## src/rtl/core_pkg.sv

```systemverilog
// Core-wide lane/VFU geometry and instruction ID type.
package core_pkg;

  localparam int unsigned NrLane          = 4;
  localparam int unsigned NrLaneVFU       = 3;
  localparam int unsigned InsnIdW         = 4;
  localparam int unsigned DoneGatherDepth = 4;

  typedef logic [InsnIdW-1:0] insn_id_t;

endpackage

```

## src/rtl/done_gather_vfu.sv

```systemverilog
// One VFU's completion gather: per-lane counters, ID FIFO, lead detection and ID check.
// Emits done one cycle after all lanes hold a completion; no backpressure, err_o flags overflow/mismatch.
module done_gather_vfu
  import core_pkg::*;
#(
  parameter int unsigned NrLane = core_pkg::NrLane,
  parameter int unsigned Depth  = DoneGatherDepth
) (
  input  logic                            clk_i,
  input  logic                            rst_ni,
  input  logic [NrLane-1:0]               lane_done_i,
  input  logic [NrLane-1:0][InsnIdW-1:0]  lane_done_id_i,
  output logic                            done_o,
  output logic [InsnIdW-1:0]              done_id_o,
  output logic                            err_o
);

  localparam int unsigned CntW = $clog2(Depth + 1);
  localparam int unsigned PtrW = $clog2(Depth);

  logic [CntW-1:0] cnt_q [NrLane];
  logic [CntW-1:0] cnt_d [NrLane];
  insn_id_t        mem_q [Depth];
  logic [PtrW-1:0] rd_q, wr_q;
  logic [CntW-1:0] occ_q;

  logic            emit;
  logic            push;
  insn_id_t        push_id;
  logic [CntW-1:0] lead;
  logic            ovf_any;
  logic            mism_any;
  logic            lane_ovf;
  logic [PtrW-1:0] chk_idx;

  always_comb begin
    lead     = '0;
    emit     = 1'b1;
    push     = 1'b0;
    push_id  = '0;
    ovf_any  = 1'b0;
    mism_any = 1'b0;
    lane_ovf = 1'b0;
    chk_idx  = '0;
    for (int l = 0; l < NrLane; l++) begin
      if (cnt_q[l] > lead) lead = cnt_q[l];
      if (cnt_q[l] == '0) emit = 1'b0;
    end
    for (int l = 0; l < NrLane; l++) begin
      lane_ovf = lane_done_i[l] && (cnt_q[l] == CntW'(Depth)) && !emit;
      chk_idx  = rd_q + cnt_q[l][PtrW-1:0];
      if (lane_ovf) begin
        ovf_any = 1'b1;
      end else if (lane_done_i[l] && (cnt_q[l] == lead)) begin
        // Only the lowest-index leading lane supplies the new ID.
        if (!push && ((occ_q != CntW'(Depth)) || emit)) begin
          push    = 1'b1;
          push_id = lane_done_id_i[l];
        end
      end else if (lane_done_i[l] && (lane_done_id_i[l] != mem_q[chk_idx])) begin
        mism_any = 1'b1;
      end
      cnt_d[l] = cnt_q[l];
      if (lane_done_i[l] && !lane_ovf && !emit) cnt_d[l] = cnt_q[l] + 1'b1;
      else if (!(lane_done_i[l] && !lane_ovf) && emit) cnt_d[l] = cnt_q[l] - 1'b1;
    end
    err_o = ovf_any | mism_any;
  end

  always_ff @(posedge clk_i) begin
    if (!rst_ni) begin
      for (int l = 0; l < NrLane; l++) cnt_q[l] <= '0;
      rd_q      <= '0;
      wr_q      <= '0;
      occ_q     <= '0;
      done_o    <= 1'b0;
      done_id_o <= '0;
    end else begin
      for (int l = 0; l < NrLane; l++) cnt_q[l] <= cnt_d[l];
      if (push) wr_q <= wr_q + 1'b1;
      if (emit) rd_q <= rd_q + 1'b1;
      if (push && !emit) occ_q <= occ_q + 1'b1;
      else if (!push && emit) occ_q <= occ_q - 1'b1;
      done_o <= emit;
      if (emit) done_id_o <= mem_q[rd_q];
    end
  end

  // Storage needs no reset: entries are only read once pushed.
  always_ff @(posedge clk_i) begin
    if (push) mem_q[wr_q] <= push_id;
  end

endmodule

```

## src/rtl/lane_done_gather.sv

```systemverilog
// Aligns per-lane VFU completions into one done pulse per instruction; last lane pulse at t -> done at t+2.
// No backpressure; err_o is sticky until reset.
module lane_done_gather
  import core_pkg::*;
#(
  parameter int unsigned NrLane    = core_pkg::NrLane,
  parameter int unsigned NrLaneVFU = core_pkg::NrLaneVFU,
  parameter int unsigned Depth     = DoneGatherDepth
) (
  input  logic                                          clk_i,
  input  logic                                          rst_ni,
  input  logic [NrLane-1:0][NrLaneVFU-1:0]              lane_done_i,
  input  logic [NrLane-1:0][NrLaneVFU-1:0][InsnIdW-1:0] lane_done_id_i,
  output logic [NrLaneVFU-1:0]                          vfus_done_o,
  output logic [NrLaneVFU-1:0][InsnIdW-1:0]             vfus_done_id_o,
  output logic                                          err_o
);

  logic [NrLaneVFU-1:0] vfu_err;

  for (genvar v = 0; v < NrLaneVFU; v++) begin : g_vfu
    logic [NrLane-1:0]              done_v;
    logic [NrLane-1:0][InsnIdW-1:0] id_v;

    always_comb begin
      for (int l = 0; l < NrLane; l++) begin
        done_v[l] = lane_done_i[l][v];
        id_v[l]   = lane_done_id_i[l][v];
      end
    end

    done_gather_vfu #(
      .NrLane (NrLane),
      .Depth  (Depth)
    ) u_vfu (
      .clk_i          (clk_i),
      .rst_ni         (rst_ni),
      .lane_done_i    (done_v),
      .lane_done_id_i (id_v),
      .done_o         (vfus_done_o[v]),
      .done_id_o      (vfus_done_id_o[v]),
      .err_o          (vfu_err[v])
    );
  end

  always_ff @(posedge clk_i) begin
    if (!rst_ni) err_o <= 1'b0;
    else         err_o <= err_o | (|vfu_err);
  end

endmodule

```

## config.mk

```make
export PLATFORM = sky130hd
export DESIGN_NAME = lane_done_gather
export DESIGN_NICKNAME = d
export VERILOG_FILES = /design/src/rtl/core_pkg.sv /design/src/rtl/done_gather_vfu.sv /design/src/rtl/lane_done_gather.sv
export SDC_FILE = /design/constraint.sdc
export NUM_CORES = 1
export LEC_CHECK = 0
export ABC_AREA = 1
export CAP_MARGIN = 40
export CORE_MARGIN = 5
export CORE_UTILIZATION = 55
export DETAILED_ROUTE_END_ITERATION = 6
export PLACE_DENSITY_LB_ADDON = 0.12
export SYNTH_ARGS = -nofsm -noshare
export SYNTH_HDL_FRONTEND = slang
export SYNTH_SLANG_ARGS = --single-unit
```

## constraint.sdc

```tcl
create_clock -name clk_i -period 5.2 [get_ports clk_i]
set_clock_uncertainty 0.15 [all_clocks]
set_input_delay 1.56 -clock clk_i [delete_from_list [all_inputs] [get_ports clk_i]]
set_output_delay 1.56 -clock clk_i [all_outputs]
set_load 0.02 [all_outputs]
```

### Word level (Yosys, flattened, before mapping)

Memory sizes are Yosys's and may differ from the RTL's. A register that Yosys moved wholly into a read port is not among the register bits.
Index checks and enable logic that the tools add are counted.

| operators by class | value |
|---|---|
| add/sub/neg operators | 48 |
| mux-type cells | 194 |
| bitwise gates (word level) | 16 |
| reductions and logical operators | 160 |
| eq/ne operators | 39 |
| magnitude comparators | 12 |

Operator list:

| cell | count |
|---|---|
| 3-bit two-way mux | 54 |
| 4-bit two-way mux | 36 |
| 1-bit two-way mux | 104 |
| 1-bit logical AND | 99 |
| 4-bit != test | 12 |
| 3-bit by 1-bit adder with 3-bit output, second input constant | 15 |
| 3-bit by 1-bit subtractor with 3-bit output, second input constant | 15 |
| 1-bit logical NOT | 42 |
| 3-bit == test | 12 |
| 3-bit == test, second input constant | 12 |
| 3-bit logical NOT | 12 |
| 3-bit greater-than comparator | 9 |
| 2-bit adder | 12 |
| 1-bit bitwise OR | 16 |
| 2-bit by 1-bit adder with 2-bit output, second input constant | 6 |
| 3-bit by 1-bit greater-than comparator with 1-bit output, second input constant | 3 |
| 3-bit != test, second input constant | 3 |
| 2-bit nonzero test | 3 |
| 1-bit logical OR | 3 |
| 3-bit OR reduction | 1 |

| word-level totals | value |
|---|---|
| word-level logic and storage cells | 488 |
| bits in writable memories | 84 |
| output and inout bits | 16 |
| register bits after elaboration | 25 |
| memories kept | 6 |
| input port bits | 62 |

Memories:

| memory | words | bits a word | read ports | clocked after Yosys merged registers in | write ports | RTL line | RTL |
|---|---|---|---|---|---|---|---|
| g_vfu[0].u_vfu.mem_q | 4 | 4 | 5 | 1 | 1 | done_gather_vfu.sv:23 | `insn_id_t mem_q [Depth];` |
| g_vfu[1].u_vfu.mem_q | 4 | 4 | 5 | 1 | 1 | done_gather_vfu.sv:23 |  |
| g_vfu[2].u_vfu.mem_q | 4 | 4 | 5 | 1 | 1 | done_gather_vfu.sv:23 |  |
| g_vfu[0].u_vfu.cnt_q | 4 | 3 | 4 | 0 | 4 | done_gather_vfu.sv:21 | `logic [CntW-1:0] cnt_q [NrLane];` |
| g_vfu[1].u_vfu.cnt_q | 4 | 3 | 4 | 0 | 4 | done_gather_vfu.sv:21 |  |
| g_vfu[2].u_vfu.cnt_q | 4 | 3 | 4 | 0 | 4 | done_gather_vfu.sv:21 |  |

### Depth between registers and ports, before layout

| logic depth | value |
|---|---|
| depth after elaboration | 31 |
| depth in mapped cells | 37 |
| mapped depth without buffers | 37 |

### Hierarchy

A second synthesis with hierarchy kept.

| unflattened totals | value |
|---|---|
| cell total of the unflattened synthesis | 1,521 |
| area, all modules | 10,636.5 µm² |

Modules (own cells, without submodules):

| module | area an instance (µm²) | seq. area each (µm²) | cells each | times used |
|---|---|---|---|---|
| done_gather_vfu at g_vfu[0].u_vfu ... | 3,523.4 | 960.9 | 504 | 2 |
| done_gather_vfu at g_vfu[1].u_vfu | 3,553.4 | 960.9 | 508 | 1 |
| lane_done_gather | 36.3 | 20.0 | 5 | 1 |

### Worst setup path after synthesis

OpenSTA, ideal clock, no wires.

| timing path | value |
|---|---|
| path type | flip-flop to flip-flop |
| from | mem g_vfu[0].u_vfu.cnt_q[0][1] (netlist name) |
| to | reg g_vfu[0].u_vfu.occ_q[2] |
| stages on the path, launching flop included | 34 |
| setup slack | 397 ps |
| setup time | 122 ps |
| arrival time | 4,531 ps |
| data required time | 4,928 ps |
| path buffers | 0 |
| period minus slack after synthesis | 4,803 ps |
| cells stage by stage | dfxtp_1 inv_1 ha_1 nand3_1 nand2_2 nand2_1 nand2_1 nand2_1 ha_1 nand2_1 o21ai_4 nand2_2 nand3_2 nand2_1 ha_1 nand2_1 o21ai_1 nand2_2 inv_1 nand2_1 nand2_2 nand2_1 a21oi_4 nand3_4 nand2_4 nand2_4 nand3_4 ha_1 inv_1 fa_1 a21oi_1 o21ai_0 o21ai_0 a21oi_1 |

RTL lines:

| element | RTL line | RTL |
|---|---|---|
| from (decl) | done_gather_vfu.sv:21 |  |
| to (signal assigned) | done_gather_vfu.sv:82 | `if (push && !emit) occ_q <= occ_q + 1'b1;` |
| to (signal assigned) | done_gather_vfu.sv:83 | `else if (!push && emit) occ_q <= occ_q - 1'b1;` |
| to (decl) | done_gather_vfu.sv:25 | `logic [CntW-1:0] occ_q;` |

==> summary.md <==
The mean cell area of the mapped netlist is 6.67 um^2, and the cell row count is 51. For the pin with the worst max-slew slack, the measured transition is 0.725 ns. In this run the worst setup path begins at g_vfu[2].u_vfu.cnt_q[0][2]$_SDFFE_PN0P_. The clock period minus worst slack works out to 4.97 ns.

Synthesis inferred 121 register bits. The logs give 0.43 ns for the clock insertion delay at the later pin of the skew report and 121 for the total clock sinks. The number of setup violations in the final report is 0, and the portion of the clock cycle consumed by the worst path in the final layout is 0.956. The run gives 6 as the total iterations of the first detailed-routing run.

The tools report the sort of element at the end of the critical path as a register. The longest clock path from root to sink contains 2 buffers. The startpoint identified for the worst register-to-register timing path is g_vfu[2].u_vfu.cnt_q[0][2]$_SDFFE_PN0P_. After synthesis, the cell types taking the most area are sky130_fd_sc_hd__nand2_1, sky130_fd_sc_hd__dfxtp_1, sky130_fd_sc_hd__edfxtp_1.

The CTS buffer count came out at 17. The overall track demand over capacity in global routing was 0.284. The setup check on the worst reg-to-reg path leaves a slack of 0.23 ns.

Final number of max-transition violations: 0. The first routing iteration left 924 violations. The tools report the fraction of the yosys area taken by sequential cells as 0.265.

The number of port buffers came out at 77. The main flop type after synthesis is sky130_fd_sc_hd__dfxtp_1. Counting the fill cells in the layout gives 1718. The maximum number of pins on one net before global-route repair was 58; the count of flip-flops with a built-in enable after synthesis was 48. The number of global-route vias before repair is 10200.

On the critical path the largest part of the delay comes from simple AND/OR/NAND/NOR gates. The required time of the worst setup path was 5.40 ns; the post-detailed-route count of antenna-violating nets was 0. The net count of the finished layout is 1902.

The total wirelength of the detailed-routed design was 32600 um; the unique cell type count in the Yosys netlist was 51. In this run the worst path has a maximum fanout of 7. The first global-routing pass estimated 51800 um of wire. The net count after synthesis was 1788; the final hold violation count was 0. In this run the horizontal extent of the chip is 151 um. Ranked by instance count, the synthesized netlist is headed by sky130_fd_sc_hd__nand2_1, sky130_fd_sc_hd__o21ai_0, sky130_fd_sc_hd__inv_1, sky130_fd_sc_hd__nand3_1, sky130_fd_sc_hd__nor2_1. For the worst slew margin relative to its limit, the log shows 0.513. The overall die height is 151 um, and the weighted congestion reported at the end of routability-driven placement is 1.02.

The total core area came out at 19500 um^2. Placed instance count: 1980. For this run, the slowest stage of the critical path takes 0.38 ns. For the number of antenna cells inserted, the log shows 0. The endpoint of the most critical register-to-register path is g_vfu[2].u_vfu.occ_q[2]$_SDFFE_PN0P_. The run finished with clean final reports. For the data arrival time at the worst-slack endpoint, the log shows 5.18 ns.

In this run the clock root is driven by a sky130_fd_sc_hd__clkbuf_16. The cell area after technology mapping is 11000 um^2, and the detailed placer's ending HPWL is 24500 um. The tools report the final setup slack of the worst path as 0.228 ns. The most area-hungry cell type in the Yosys netlist was sky130_fd_sc_hd__nand2_1. By startpoint and endpoint, the worst setup path is classified as register to register. The share of flip-flops with an asynchronous set or reset after synthesis is 0, and the depth of the CTS H-tree is 4. Dominant cell type by count on the critical path: sky130_fd_sc_hd__nand2_1. The number of warnings reported in the yosys synthesis log was 0.

The slowest stage of the critical path belongs to the cell sky130_fd_sc_hd__fa_1. TritonCTS built the clock tree. Ratio of cells with drive above 1 in the final layout: 0.123.

Setup repair after global routing could not meet its margin everywhere. The count of placed standard cells in the final layout, fillers left out was 2037. STA classifies the critical path startpoint as a register.

The tools report the initial antenna violation count as 0. In this run the worst hold path is classified as register to register. The synthesized instance count was 1645; the total die area was 22900 um^2. The number of hold buffers added after CTS was 0; the synthesis-to-finish area growth was 20.1%. Dividing the detail-routed wire length by the instance count gives 16.0 um. Following the worst setup path forward leads to its endpoint at g_vfu[2].u_vfu.occ_q[2]$_SDFFE_PN0P_. Adding up every negative setup slack in the final design gives 0 ns.

The number of cell instances on the worst register-to-register path is 33. Yosys instantiated no cell more often than sky130_fd_sc_hd__nand2_1. The logs give 0 for the max-capacitance violation count and 201 MHz for the maximum operating frequency.

Clock-pin slew was measured on the worst setup and hold paths at 0.07 ns. The top-area cell type share of the netlist area is 0.141. The top-level port count was 78; the number of cells on the critical path was 33. Detailed routing inserted a total of 11600 vias.

At the placement stage, the worst setup path has a slack of -0.0478 ns. For the starting density of the core, the log shows 0.562. The global route total overflow is 0, and the buffering stage count on the worst path with inverters included is 5. For this run, design rule violations remaining after detail routing come to 0.

Dividing the detail-routed via count by the number of cells gives 5.68.
flip-flops by register name, summed over array words and instances (netlist names):
register / count
g_vfu.u_vfu.done_id_o: 12
g_vfu.u_vfu.mem_q: 48
err_o: 1
g_vfu.u_vfu.occ_q: 9
g_vfu.u_vfu.wr_q: 6
g_vfu.u_vfu.rd_q: 6
g_vfu.u_vfu.done_o: 3
g_vfu.u_vfu.cnt_q: 36
placed cells by master (no fill, tap or decap), types with 8 or more instances in the layout:
master and n:
sky130_fd_sc_hd__o21ai_0 219, sky130_fd_sc_hd__xnor2_1 8, sky130_fd_sc_hd__clkdlybuf4s50_1 76, sky130_fd_sc_hd__ha_1 56, sky130_fd_sc_hd__inv_2 14, sky130_fd_sc_hd__nand2_4 9
sky130_fd_sc_hd__dfxtp_1 68, sky130_fd_sc_hd__nand2_1 401, sky130_fd_sc_hd__edfxtp_1 48, sky130_fd_sc_hd__ha_4 10, sky130_fd_sc_hd__o21ai_1 11, sky130_fd_sc_hd__nor3_1 11
sky130_fd_sc_hd__nand3_2 20, sky130_fd_sc_hd__a21oi_1 85, sky130_fd_sc_hd__fa_1 13, sky130_fd_sc_hd__buf_4 50, sky130_fd_sc_hd__nand2_2 28, sky130_fd_sc_hd__nand4_1 29
sky130_fd_sc_hd__clkbuf_16 18, sky130_fd_sc_hd__nor2_1 117, sky130_fd_sc_hd__a31oi_1 12, sky130_fd_sc_hd__inv_1 190, sky130_fd_sc_hd__xor2_1 42, sky130_fd_sc_hd__nor2_2 8
sky130_fd_sc_hd__nand3_1 138, sky130_fd_sc_hd__a21oi_2 9
worst min-delay path by stage:
| stage | from | end | slack, ns | depth (start not counted) |
|---|---|---|---|---|
| global placement | g_vfu[2].u_vfu.occ_q[2]$_SDFFE_PN0P_ | g_vfu[2].u_vfu.occ_q[2]$_SDFFE_PN0P_ | 0.32 | 2 |
| finish | g_vfu[2].u_vfu.occ_q[2]$_SDFFE_PN0P_ | g_vfu[2].u_vfu.occ_q[2]$_SDFFE_PN0P_ | 0.33 | 2 |
| global route | g_vfu[2].u_vfu.occ_q[2]$_SDFFE_PN0P_ | g_vfu[2].u_vfu.occ_q[2]$_SDFFE_PN0P_ | 0.35 | 2 |
| detailed placement | g_vfu[2].u_vfu.occ_q[2]$_SDFFE_PN0P_ | g_vfu[2].u_vfu.occ_q[2]$_SDFFE_PN0P_ | 0.32 | 2 |
| CTS | g_vfu[2].u_vfu.occ_q[2]$_SDFFE_PN0P_ | g_vfu[2].u_vfu.occ_q[2]$_SDFFE_PN0P_ | 0.33 | 2 |
| floorplan | g_vfu[2].u_vfu.occ_q[2]$_SDFFE_PN0P_ | g_vfu[2].u_vfu.occ_q[2]$_SDFFE_PN0P_ | 0.30 | 2 |
logic make-up after synthesis:
family,share of synthesized area
simple gates,0.337
flops,0.265
buf+inv,0.0844
fa+ha+maj,0.103
compound gates,0.170
xor+xnor,0.0414
routing by layer:
metal | routed length (um) | track usage | vias to the layer above
met5 | 0 | 0 | -
met4 | 741 | 0.0839 | 0
met3 | 2610 | 0.0380 | 69
met2 | 14800 | 0.451 | 486
met1 | 14400 | 0.403 | 5291
li1 | - | - | 5719
repair_timing:
action                                  4_1_cts  5_1_grt
buffers inserted                              1       24
pin swaps                                     2       22
resized for setup                             4       65
endpoints found under the hold margin         0        0
endpoints found under the setup margin        2       39
final cells by class:
class                   instances  area, um^2  area share
clock buffers                  19         454      0.0345
clock inverters                13         111     0.00845
inverters                     210         793      0.0602
multi-input cells            1282        7440       0.564
flip-flops and latches        121        2910       0.221
well taps                     265         332      0.0252
repair buffers                127        1140      0.0866
worst reg2reg max path: cells and delay by family, from the launching register on:
family,cells,cell delay (ns)
fa+ha+maj,5,1.33
flops,1,0.37
xor+xnor,1,0.19
simple gates,17,1.69
buf+inv,5,0.53
compound gates,5,0.63
through the flow:
stage | util | area, um^2 | hold WS, ns
floorplan | - | 11000 | 0.295
global placement | 0.621 | 12100 | 0.317
detailed placement | 0.621 | 12100 | 0.323
CTS | 0.651 | 12700 | 0.334
global route | 0.675 | 13200 | 0.349
finish | 0.675 | 13200 | 0.330
Power is left out: the tool's default activity adds up to more than one toggle a clock period on the data nets, which glitch-free logic cannot reach.
